--- config.mk ---
export PLATFORM = sky130hd
export DESIGN_NAME = encoded_event_fifo
export DESIGN_NICKNAME = d
export VERILOG_FILES = /design/src/rtl/encoded_event_fifo.sv
export SDC_FILE = /design/constraint.sdc
export NUM_CORES = 1
export LEC_CHECK = 0
export ABC_CLOCK_PERIOD_IN_PS = 2300
export BUFFER_PORTS_ARGS = -buffer_cell sky130_fd_sc_hd__buf_2
export CAP_MARGIN = 20
export CORE_MARGIN = 3
export CORE_UTILIZATION = 40
export CTS_CLUSTER_SIZE = 28
export DETAILED_ROUTE_END_ITERATION = 10
export SETUP_SLACK_MARGIN = 0.3
export SLEW_MARGIN = 20
export SYNTH_ARGS = -nofsm -noshare
export SYNTH_HDL_FRONTEND = slang
export SYNTH_SLANG_ARGS = --single-unit
--- constraint.sdc ---
create_clock -name clk -period 2.3 [get_ports clk]
set_clock_uncertainty 0.05 [all_clocks]
set_input_delay 0.23 -clock clk [delete_from_list [all_inputs] [get_ports clk]]
set_output_delay 0.23 -clock clk [all_outputs]
set_load 0.02 [all_outputs]
--- src/rtl/encoded_event_fifo.sv ---
// encoded_event_fifo: detects new request events from a 4-to-2 priority
// encoder and queues the 2-bit codes in a first-word-fall-through FIFO with a
// ready/valid output side and a saturating counter of overflow drops.
module encoded_event_fifo #(
  parameter int DEPTH  = 4,
  parameter int DROP_W = 8
) (
  input  logic                       clk,
  input  logic                       rst,
  input  logic                       in_y1,
  input  logic                       in_y0,
  input  logic                       in_valid,
  output logic [1:0]                 out_code,
  output logic                       out_valid,
  input  logic                       out_ready,
  output logic                       full,
  output logic                       empty,
  output logic [$clog2(DEPTH):0]     count,
  output logic [DROP_W-1:0]          drop_cnt
);

  localparam int PTR_W = $clog2(DEPTH);
  localparam int CNT_W = PTR_W + 1;
  localparam logic [CNT_W-1:0] FULL_CNT = CNT_W'(DEPTH);

  logic [1:0]       mem [DEPTH];
  logic [PTR_W-1:0] wr_ptr;
  logic [PTR_W-1:0] rd_ptr;
  logic             prev_valid;
  logic [1:0]       prev_code;

  logic [1:0] code;
  logic       event_hit;
  logic       pop;
  logic       push;
  logic       drop;

  assign code      = {in_y1, in_y0};
  assign event_hit = in_valid & (~prev_valid | (code != prev_code));

  assign full      = (count == FULL_CNT);
  assign empty     = (count == '0);
  assign out_valid = ~empty;
  assign out_code  = out_valid ? mem[rd_ptr] : 2'b00;

  assign pop  = out_valid & out_ready;
  // A full FIFO still accepts a push when the head leaves in the same cycle.
  assign push = event_hit & (~full | pop);
  assign drop = event_hit & full & ~pop;

  // Storage array: written on push, never cleared.
  // NOTE: the data array carries no reset; count/pointers alone decide which
  // entries are valid, so stale contents are never observed.
  always_ff @(posedge clk) begin
    if (!rst && push) begin
      mem[wr_ptr] <= code;
    end
  end

  // Control state: edge detection history, pointers, occupancy and drops.
  // NOTE: all state here uses non-blocking assignments so every register sees
  // the pre-edge values of the others regardless of statement order.
  always_ff @(posedge clk) begin
    if (rst) begin
      prev_valid <= 1'b0;
      prev_code  <= 2'b00;
      wr_ptr     <= '0;
      rd_ptr     <= '0;
      count      <= '0;
      drop_cnt   <= '0;
    end else begin
      prev_valid <= in_valid;
      prev_code  <= code;
      if (push) begin
        wr_ptr <= wr_ptr + PTR_W'(1);
      end
      if (pop) begin
        rd_ptr <= rd_ptr + PTR_W'(1);
      end
      if (push && !pop) begin
        count <= count + CNT_W'(1);
      end else if (pop && !push) begin
        count <= count - CNT_W'(1);
      end
      if (drop && (drop_cnt != '1)) begin
        drop_cnt <= drop_cnt + DROP_W'(1);
      end
    end
  end

endmodule

==> results of run 1 <==
state kept, by name, indices dropped and copies added (netlist names), named ones only:
register	flops
drop_cnt	8
prev_code	2
wr_ptr	2
count	3
prev_valid	1
mem	8
rd_ptr	2
cells in the mapped netlist, drive strengths merged, types with 3 or more instances:
cell type  count
nor2b          6
a21oi          8
inv            6
nand2          3
mux2           3
ha             6
nor2           9
nand3          3
xor2           6
edfxtp         8
or4            3
o21ai          6
clkbuf         4
or3            4
dfxtp         20
o31ai          4
and2           7
what timing repair did:
item	in CTS	in global routing
resized for setup	0	4
setup buffers	3	2
setup endpoints to repair	1	8
pin swaps	1	0
cloned	0	0
layer usage:
layer	track usage, %	vias to the layer above	routed length [microns]
met1	15.8	433	1060
li1	-	489	-
met3	2.67	2	78
met5	0	-	0
met4	4.85	0	15
met2	21.5	14	1170
cell type report:
| class | instances | area [sq um] | share of cell area [%] |
|---|---|---|---|
| multi-input cells | 83 | 686 | 42.3 |
| flip-flops and latches | 28 | 647 | 39.9 |
| repair buffers | 28 | 158 | 9.73 |
| well taps | 44 | 55.1 | 3.40 |
| clock inverters | 1 | 30.0 | 1.85 |
| clock buffers | 3 | 22.5 | 1.39 |
| inverters | 6 | 22.5 | 1.39 |
through the flow:
step / hold slack (ns) / util [%] / power (W) / worst slack, ns / instance area (sq um)
after floorplan: 0.279 / - / 0.00111 / 0.165 / 1370
after global placement: 0.428 / 48.5 / 0.00122 / 0.277 / 1510
after detailed placement: 0.433 / 48.5 / 0.00122 / 0.211 / 1510
after CTS: 0.0867 / 51.0 / 0.00159 / 0.251 / 1580
after global routing: 0.0872 / 52.2 / 0.00170 / 0.203 / 1620
final: 0.0964 / 52.2 / 0.00158 / 0.265 / 1620
cells by family (layout without fill, tap and decap cells):
group / count (synthesis) / after routing / share of synthesized area (%)
xor gates and xnor gates: 6 / 6 / 3.99
adders and majority gates: 7 / 7 / 7.22
buffers and inverters: 11 / 38 / 3.70
and+or+nand+nor: 44 / 44 / 20.1
AOI/OAI and AO/OA: 20 / 20 / 9.59
DFF: 28 / 28 / 48.6
muxes: 6 / 6 / 6.74
worst paths after layout:
path              from         to  cells after the start
max           count[0]   count[2]                      8
min              in_y0  mem[3][0]                      1
max reg2reg   count[0]   count[2]                      8
min reg2reg  wr_ptr[1]  wr_ptr[1]                      2
power groups by stage:
stage / Sequential, W / Clock (W) / Combinational [W]
final: 0.000628 / 0.000314 / 0.000643
after CTS: 0.000628 / 0.000326 / 0.000633
after floorplan: 0.000682 / 0 / 0.000427
after global routing: 0.000639 / 0.000352 / 0.000704
after detailed placement: 0.000661 / 0 / 0.000562
after global placement: 0.000659 / 0 / 0.000556
==> metrics, run 1 <==
outcome finished, final reports clean; CP required 2.51 ns; max_cap viols 0; ranking of synthesized cells by area dfxtp_1 30%, edfxtp_1 18%, ha_1 5.7%; Layout Area Growth over Synthesis 23.0%; worst-skew pair later-pin latency 0.32 ns; Post-Place Cells 184; RSZ-0062 raised after global routing true; Root Driver clkbuf_4; DR vias approximately 940; Residual DRC 0; number of flops mapped to enable cells by yosys 8; number of global-route vias before repair 923; CP Class reg2reg; predominant post-synthesis flop cell dfxtp_1; Seq/Total Area, Yosys 48.6%; initial core utilization 42.5%; ANT cells 0; Peak Freq 0.491 GHz; post-DP HPWL between 1.5 and 2 mm; Clock power frac 19.8%; slowest stage cell, crit path or3_4; yosys warns 0; clock period minus worst slack 2.03 ns; endpoints failing setup 0; maximum VDD drop 0.326 mV; Logic pwr share 40.6%; Die Span Y around 63 microns; DRT iter0 DRCs 22; mean number of vias per cell 4.86; initial antenna violation count 0; fin. max-slew vios 0; post-synthesis cell type count 32; crit end category flop; cell accounting for the most synthesized area dfxtp_1; Nets 163; Synth async-reset ratio 0%; Setup TNS 0 ns; arrival time at the worst endpoint 2.25 ns; io pins 22; Die X 63.4 microns; syn avg cell area 10.8 sq um; most frequent cells in the layout 21 x buf_2, 17 x dfxtp_1, 8 x nor2_1, 8 x edfxtp_1; synthesized net count 135; commonest non-fill, non-tap cell in the layout buf_2; routed length per instance ~12 microns; clock slew at reported path FFs 0.14 ns; CTS tree done; hold buffers post-CTS 0; LEAKAGE ~0.64 nW; GR Util All Layers 12.7%; first-pass GRT wire length 4.13 mm; Placer Congestion 0.722; maximum number of pins on one net before global-route repair 24; Switching Fraction 33.7%; CP peak stage delay roughly 0.4 ns; Synth top area share a little under a third; Final period util around 88%; Slew @ Worst Pin 0.423 ns; Final Hold Fails 0; Pint about 0.0010 W; CP Buf/Inv Count 1; filler instances 309; Final ANT Viol Nets 0; min-delay worst type in2reg; Initial DRT Pass Iterations 4; CTS H-tree lvls 1; final std cells w/o fill around 190; CP Cell Sequence or3_4 -> nand2_4 -> ha_4 -> inv_2 -> fa_2 -> xor2_1 -> or3_1 -> a21oi_2; post-synthesis register bit count 28; Cell Pwr Density 978 nW/um^2; Slew Limit Headroom 71.8%; die area 4020 sq um; critical-path maximum fanout 2; Reg power frac 39.6%; Num CTS Buffers 3; Cells after Synth 122; share of layout cells above drive strength 1 35.6%; Sink Count 28; Crit path max-delay family simple AND/OR/NAND/NOR gates; switching power around 0.00053 W; drt total wl 2.33 mm; Cell Area, Synth 1320 sq um; clk buf depth 2; Core Rows 20; crit start category flop; Core Area roughly 3100 sq um; GR Overflow Total 0; IO Port Bufs 21; R2R Setup Slk 0.27 ns
Note: power is estimated with default switching activity, not from simulation.
==> run 2, diff against run 1 <==
--- a/config.mk
+++ b/config.mk
@@ -10,5 +10,5 @@
 export CAP_MARGIN = 20
 export CORE_MARGIN = 3
-export CORE_UTILIZATION = 40
+export CORE_UTILIZATION = 28
 export CTS_CLUSTER_SIZE = 28
 export DETAILED_ROUTE_END_ITERATION = 10
==> constraint.sdc (replaced) <==
create_clock -name clk -period 2.3 [get_ports clk]
set_clock_uncertainty 0.05 [all_clocks]
set_input_delay 0.345 -clock clk [delete_from_list [all_inputs] [get_ports clk]]
set_output_delay 0.345 -clock clk [all_outputs]
set_load 0.02 [all_outputs]
==> metrics, run 2 (same netlist as run 1, synthesis figures left out) <==
DRT iter0 DRCs 16 (-27%); outcome finished, final reports clean; arrival time at the worst endpoint 2.26 ns (about the same); clock period minus worst slack 2.10 ns (+0.0695 ns); Placer Congestion 0.828 (+15%); Slew @ Worst Pin 0.408 ns (-0.0147 ns); CP Class reg2reg; Cell Pwr Density 993 nW/um^2 (+1.6%); CTS tree done; filler instances 444 (+44%); GR Util All Layers 10.3% (-2.4 points); io pins 22 (unchanged); ANT cells 0 (unchanged); worst-skew pair later-pin latency 0.27 ns (-0.05 ns); Power, Total 0.00166 W (+4.8%); CP peak stage delay 0.40 ns (about the same); CTS H-tree lvls 1 (unchanged); Slew Limit Headroom 72.8% (+0.98 points); Post-Place Setup Slack 0.0888 ns (-0.122 ns); slowest stage cell, crit path or3_4; Final Hold Fails 0 (unchanged); hold_ws 0.296 ns (+0.200 ns); Die Span Y 74.6 microns (+18%); maximum number of pins on one net before global-route repair 24 (unchanged); fin. max-slew vios 0 (unchanged); Root Driver clkbuf_8; top flop regs drop_cnt: 8 flops, mem: 8 flops, count: 3 flops; DR vias 987 (+5.2%); clock slew at reported path FFs 0.09 ns (-0.05 ns); first-pass GRT wire length 4.44 mm (+7.5%); maximum VDD drop 0.326 mV (about the same); IO Port Bufs 21 (unchanged); Nets 163 (unchanged); Core Rows 24 (+20%); Core Area 4440 sq um (+43%); max_cap viols 0 (unchanged); Die X 74.6 microns (+18%); dpl cell area 1540 sq um (+2.2%); Residual DRC 0 (unchanged); mean number of vias per cell 4.91 (+1.0%); clk buf depth 2 (unchanged); Final period util 91.5% (+3.0 points); post-DP HPWL 1.91 mm (+11%); CP required 2.46 ns (-0.05 ns); die area 5560 sq um (+38%); critical-path maximum fanout 2 (unchanged); final instance area 1670 sq um (+3.2%); crit start category flop; hold buffers post-CTS 0 (unchanged); commonest non-fill, non-tap cell in the layout buf_2; Peak Freq 0.475 GHz (-3.3%); share of layout cells above drive strength 1 36.9% (+1.3 points); Num CTS Buffers 3 (unchanged); routed length per instance 13.1 microns (+8.8%); CP Cell Sequence or3_4 -> nand2_4 -> ha_4 -> inv_2 -> fa_2 -> xor2_1 -> or3_1 -> a21oi_2; Final ANT Viol Nets 0 (unchanged); number of global-route vias before repair 1030 (+12%); initial antenna violation count 0 (unchanged); endpoints failing setup 0 (unchanged); RSZ-0062 raised after global routing true; Layout Area Growth over Synthesis 27.0%; GR Overflow Total 0 (unchanged); LEAKAGE 0.652 nW (+1.6%); Sink Count 28 (unchanged); crit end category flop; Initial DRT Pass Iterations 4 (unchanged); drt total wl 2.64 mm (+13%); initial core utilization 29.6% (-13 points); Setup TNS 0 ns (unchanged); Setup WS post-layout 0.196 ns (-0.0695 ns); most frequent cells in the layout 21 x buf_2, 17 x dfxtp_1, 8 x nor2_1, 8 x edfxtp_1; min-delay worst type in2reg
[run 2: cell types whose count changed in the layout (fill, tap and decap cells not counted)]
cell,delta
xor2_2,+2
o31ai_2,-1
o31ai_4,+1
xor2_1,-2
clkbuf_4,-3
clkbuf_8,+3
[run 2: metal layers]
layer | GRT usage (%) | wire (microns) | vias up
met3 | 1.89 | 126 | 4
met4 | 4.94 | 40 | 0
met5 | 0 | 0 | -
li1 | - | - | 483
met2 | 18.1 | 1320 | 23
met1 | 11.9 | 1150 | 477
[run 2: critical path: cells and delay by family (launching register included)]
kind | cells | cell delay [ns]
AO/OA/AOI/OAI | 1 | 0.12
XOR/XNOR | 1 | 0.15
adder cells (fa/ha/maj) | 2 | 0.50
buffers and inverters | 1 | 0.04
flip-flops | 1 | 0.35
AND/OR/NAND/NOR | 3 | 0.82
[run 2: final timing paths]
kind / from / endpoint / slack (ns) / cells past startpoint
worst min register to register: wr_ptr[1] / wr_ptr[1] / 0.47 / 2
worst max-delay path: count[0] / count[2] / 0.20 / 8
worst max register to register: count[0] / count[2] / 0.20 / 8
worst min-delay path: in_y0 / mem[3][0] / 0.30 / 1
[run 2: what timing repair did]
action	in CTS	in global routing
cloned	0	0
resized for setup	0	4
setup buffers	2	3
endpoints found under the setup margin	1	8
pin swaps	1	3
hold endpoints to repair	0	0
[run 2: report_power, final]
| part | switching [W] | total [W] | internal, W | leakage (nW) |
|---|---|---|---|---|
| registers | 0.0000609 | 0.000637 | 0.000576 | 0.237 |
| logic | 0.000351 | 0.000642 | 0.000291 | 0.379 |
| clock network | 0.000149 | 0.000382 | 0.000233 | 0.0357 |
[run 2: metrics by stage]
stage / util (%) / cells
after detailed placement: 34.7 / 192
final: 37.6 / 201
after floorplan: - / 122
after CTS: 36.6 / 198
after global routing: 37.6 / 201
after global placement: 34.7 / 192
[run 2: area by class of cell]
type	count	area [sq um]	share of cell area (%)
Sequential cell	28	647	38.7
Timing Repair Buffer	28	158	9.42
Tap cell	52	65.1	3.89
Clock inverter	1	30.0	1.80
Multi-Input combinational cell	83	709	42.4
Clock buffer	3	41.3	2.47
Inverter	6	22.5	1.35
==> run 3, diff against run 2 <==
PLACE_DENSITY = 0.59   (was default)
SETUP_SLACK_MARGIN = 0.02   (was 0.3)
==> metrics, run 3 (same netlist as run 1, synthesis figures left out) <==
outcome finished, final reports clean; IO Port Bufs 21 (unchanged); final std cells w/o fill 196 (-2.5%); CP Class reg2reg; commonest non-fill, non-tap cell in the layout buf_2; share of layout cells above drive strength 1 29.2% (-7.7 points); min-delay worst type in2reg; Nets 158 (-3.1%); buffer count from post-CTS setup fixing 0 (-2); CTS tree done; Core Area 4440 sq um (unchanged); Setup TNS 0 ns (unchanged); GR Util All Layers 9.96% (-0.33 points); crit end category flop; first-pass GRT wire length 4.32 mm (-2.6%); arrival time at the worst endpoint 2.32 ns (+0.06 ns); Placer Congestion 0.829 (+0.17%); LEAKAGE 0.621 nW (-4.7%); DRT iter0 DRCs 51 (+35); maximum VDD drop 0.400 mV (+22%); die area 5560 sq um (unchanged); DR vias 971 (-1.6%); Initial DRT Pass Iterations 4 (unchanged); Die X 74.6 microns (unchanged); io pins 22 (unchanged); Residual DRC 0 (unchanged); clock period minus worst slack 2.16 ns (+0.0581 ns); Num CTS Buffers 3 (unchanged); Peak Freq 0.462 GHz (-2.7%); Slew @ Worst Pin 0.435 ns (+0.0264 ns); Final period util 94.0% (+2.5 points); fin. max-slew vios 0 (unchanged); routed length per instance 13.1 microns (about the same); number of global-route vias before repair 979 (-5.0%); clock slew at reported path FFs 0.09 ns (about the same); maximum number of pins on one net before global-route repair 24 (unchanged); crit start category flop; Layout Area Growth over Synthesis 19.8%; Sink Count 28 (unchanged); Root Driver clkbuf_8; Cell Pwr Density 1010 nW/um^2 (+1.2%); mean number of vias per cell 4.95 (+0.89%); Post-Place Setup Slack 0.0554 ns (-0.0333 ns); Final ANT Viol Nets 0 (unchanged); Final Hold Fails 0 (unchanged); critical-path maximum fanout 6 (+4); Slew Limit Headroom 71.0% (-1.8 points); hold buffers post-CTS 0 (unchanged); Power, Total 0.00159 W (-4.5%); CTS H-tree lvls 1 (unchanged); CP required 2.46 ns (about the same); GR Overflow Total 0 (unchanged); PostCTS Resize Cnt 0 (unchanged); Die Span Y 74.6 microns (unchanged); top flop regs drop_cnt: 8 flops, mem: 8 flops, count: 3 flops; ANT cells 0 (unchanged); Core Rows 24 (unchanged); max_cap viols 0 (unchanged); most frequent cells in the layout 21 x buf_2, 18 x dfxtp_1, 9 x nor2_1; initial antenna violation count 0 (unchanged); Post-Place Cells 192 (unchanged); RSZ-0062 raised after global routing false; clk buf depth 2 (unchanged); worst-skew pair later-pin latency 0.27 ns (about the same); post-DP HPWL 1.89 mm (-1.1%); endpoints failing setup 0 (unchanged); Setup WS post-layout 0.138 ns (-0.0581 ns); initial core utilization 29.6% (unchanged); drt total wl 2.58 mm (-2.4%)
run 3: cell types whose count changed in the layout (fill, tap and decap cells not counted), sizes merged:
cell	change
buf	-5
run 3: critical path: stages, from the launching register on:
cell and delay, ns:
dfxtp_4 0.39, or3_4 0.44, nand2_4 0.11, ha_4 0.14
inv_1 0.05, fa_2 0.33, xor2_1 0.15, or3_1 0.31
a21oi_1 0.14
run 3: report_power, final:
group          switching, W  internal [W]
Combinational      0.000309      0.000246
Sequential        0.0000741      0.000575
Clock              0.000149      0.000233
run 3: stage by stage:
stage | hold slack [ns] | util, % | area, sq um
6_report | 0.278 | 35.5 | 1580
5_1_grt | 0.274 | 35.5 | 1580
4_1_cts | 0.274 | 35.5 | 1580
3_5_place_dp | 0.464 | 33.9 | 1510
3_3_place_gp | 0.448 | 33.9 | 1510
2_1_floorplan | 0.394 | - | 1360
run 3: worst paths after layout:
| kind | cells after the start | startpoint | slack, ns | end |
|---|---|---|---|---|
| max reg2reg | 8 | count[0] | 0.14 | count[2] |
| min | 1 | in_y1 | 0.28 | mem[2][1] |
| max | 8 | count[0] | 0.14 | count[2] |
| min reg2reg | 2 | wr_ptr[0] | 0.48 | wr_ptr[0] |
run 3: layout make-up:
cell class	instances	area [sq um]
clock buffer	3	41.3
clock inverter	1	30.0
fill	476	2870
inverter	6	22.5
multi-input combinational	83	654
sequential	28	646
tap	52	65.1
timing repair buffer	23	120
run 3: metal layers:
metal | up-vias | wire (microns) | global-route usage, %
met2 | 19 | 1280 | 16.5
li1 | 477 | - | -
met4 | 0 | 15 | 2.37
met3 | 2 | 104 | 2.84
met5 | - | 0 | 0
met1 | 473 | 1180 | 12.9
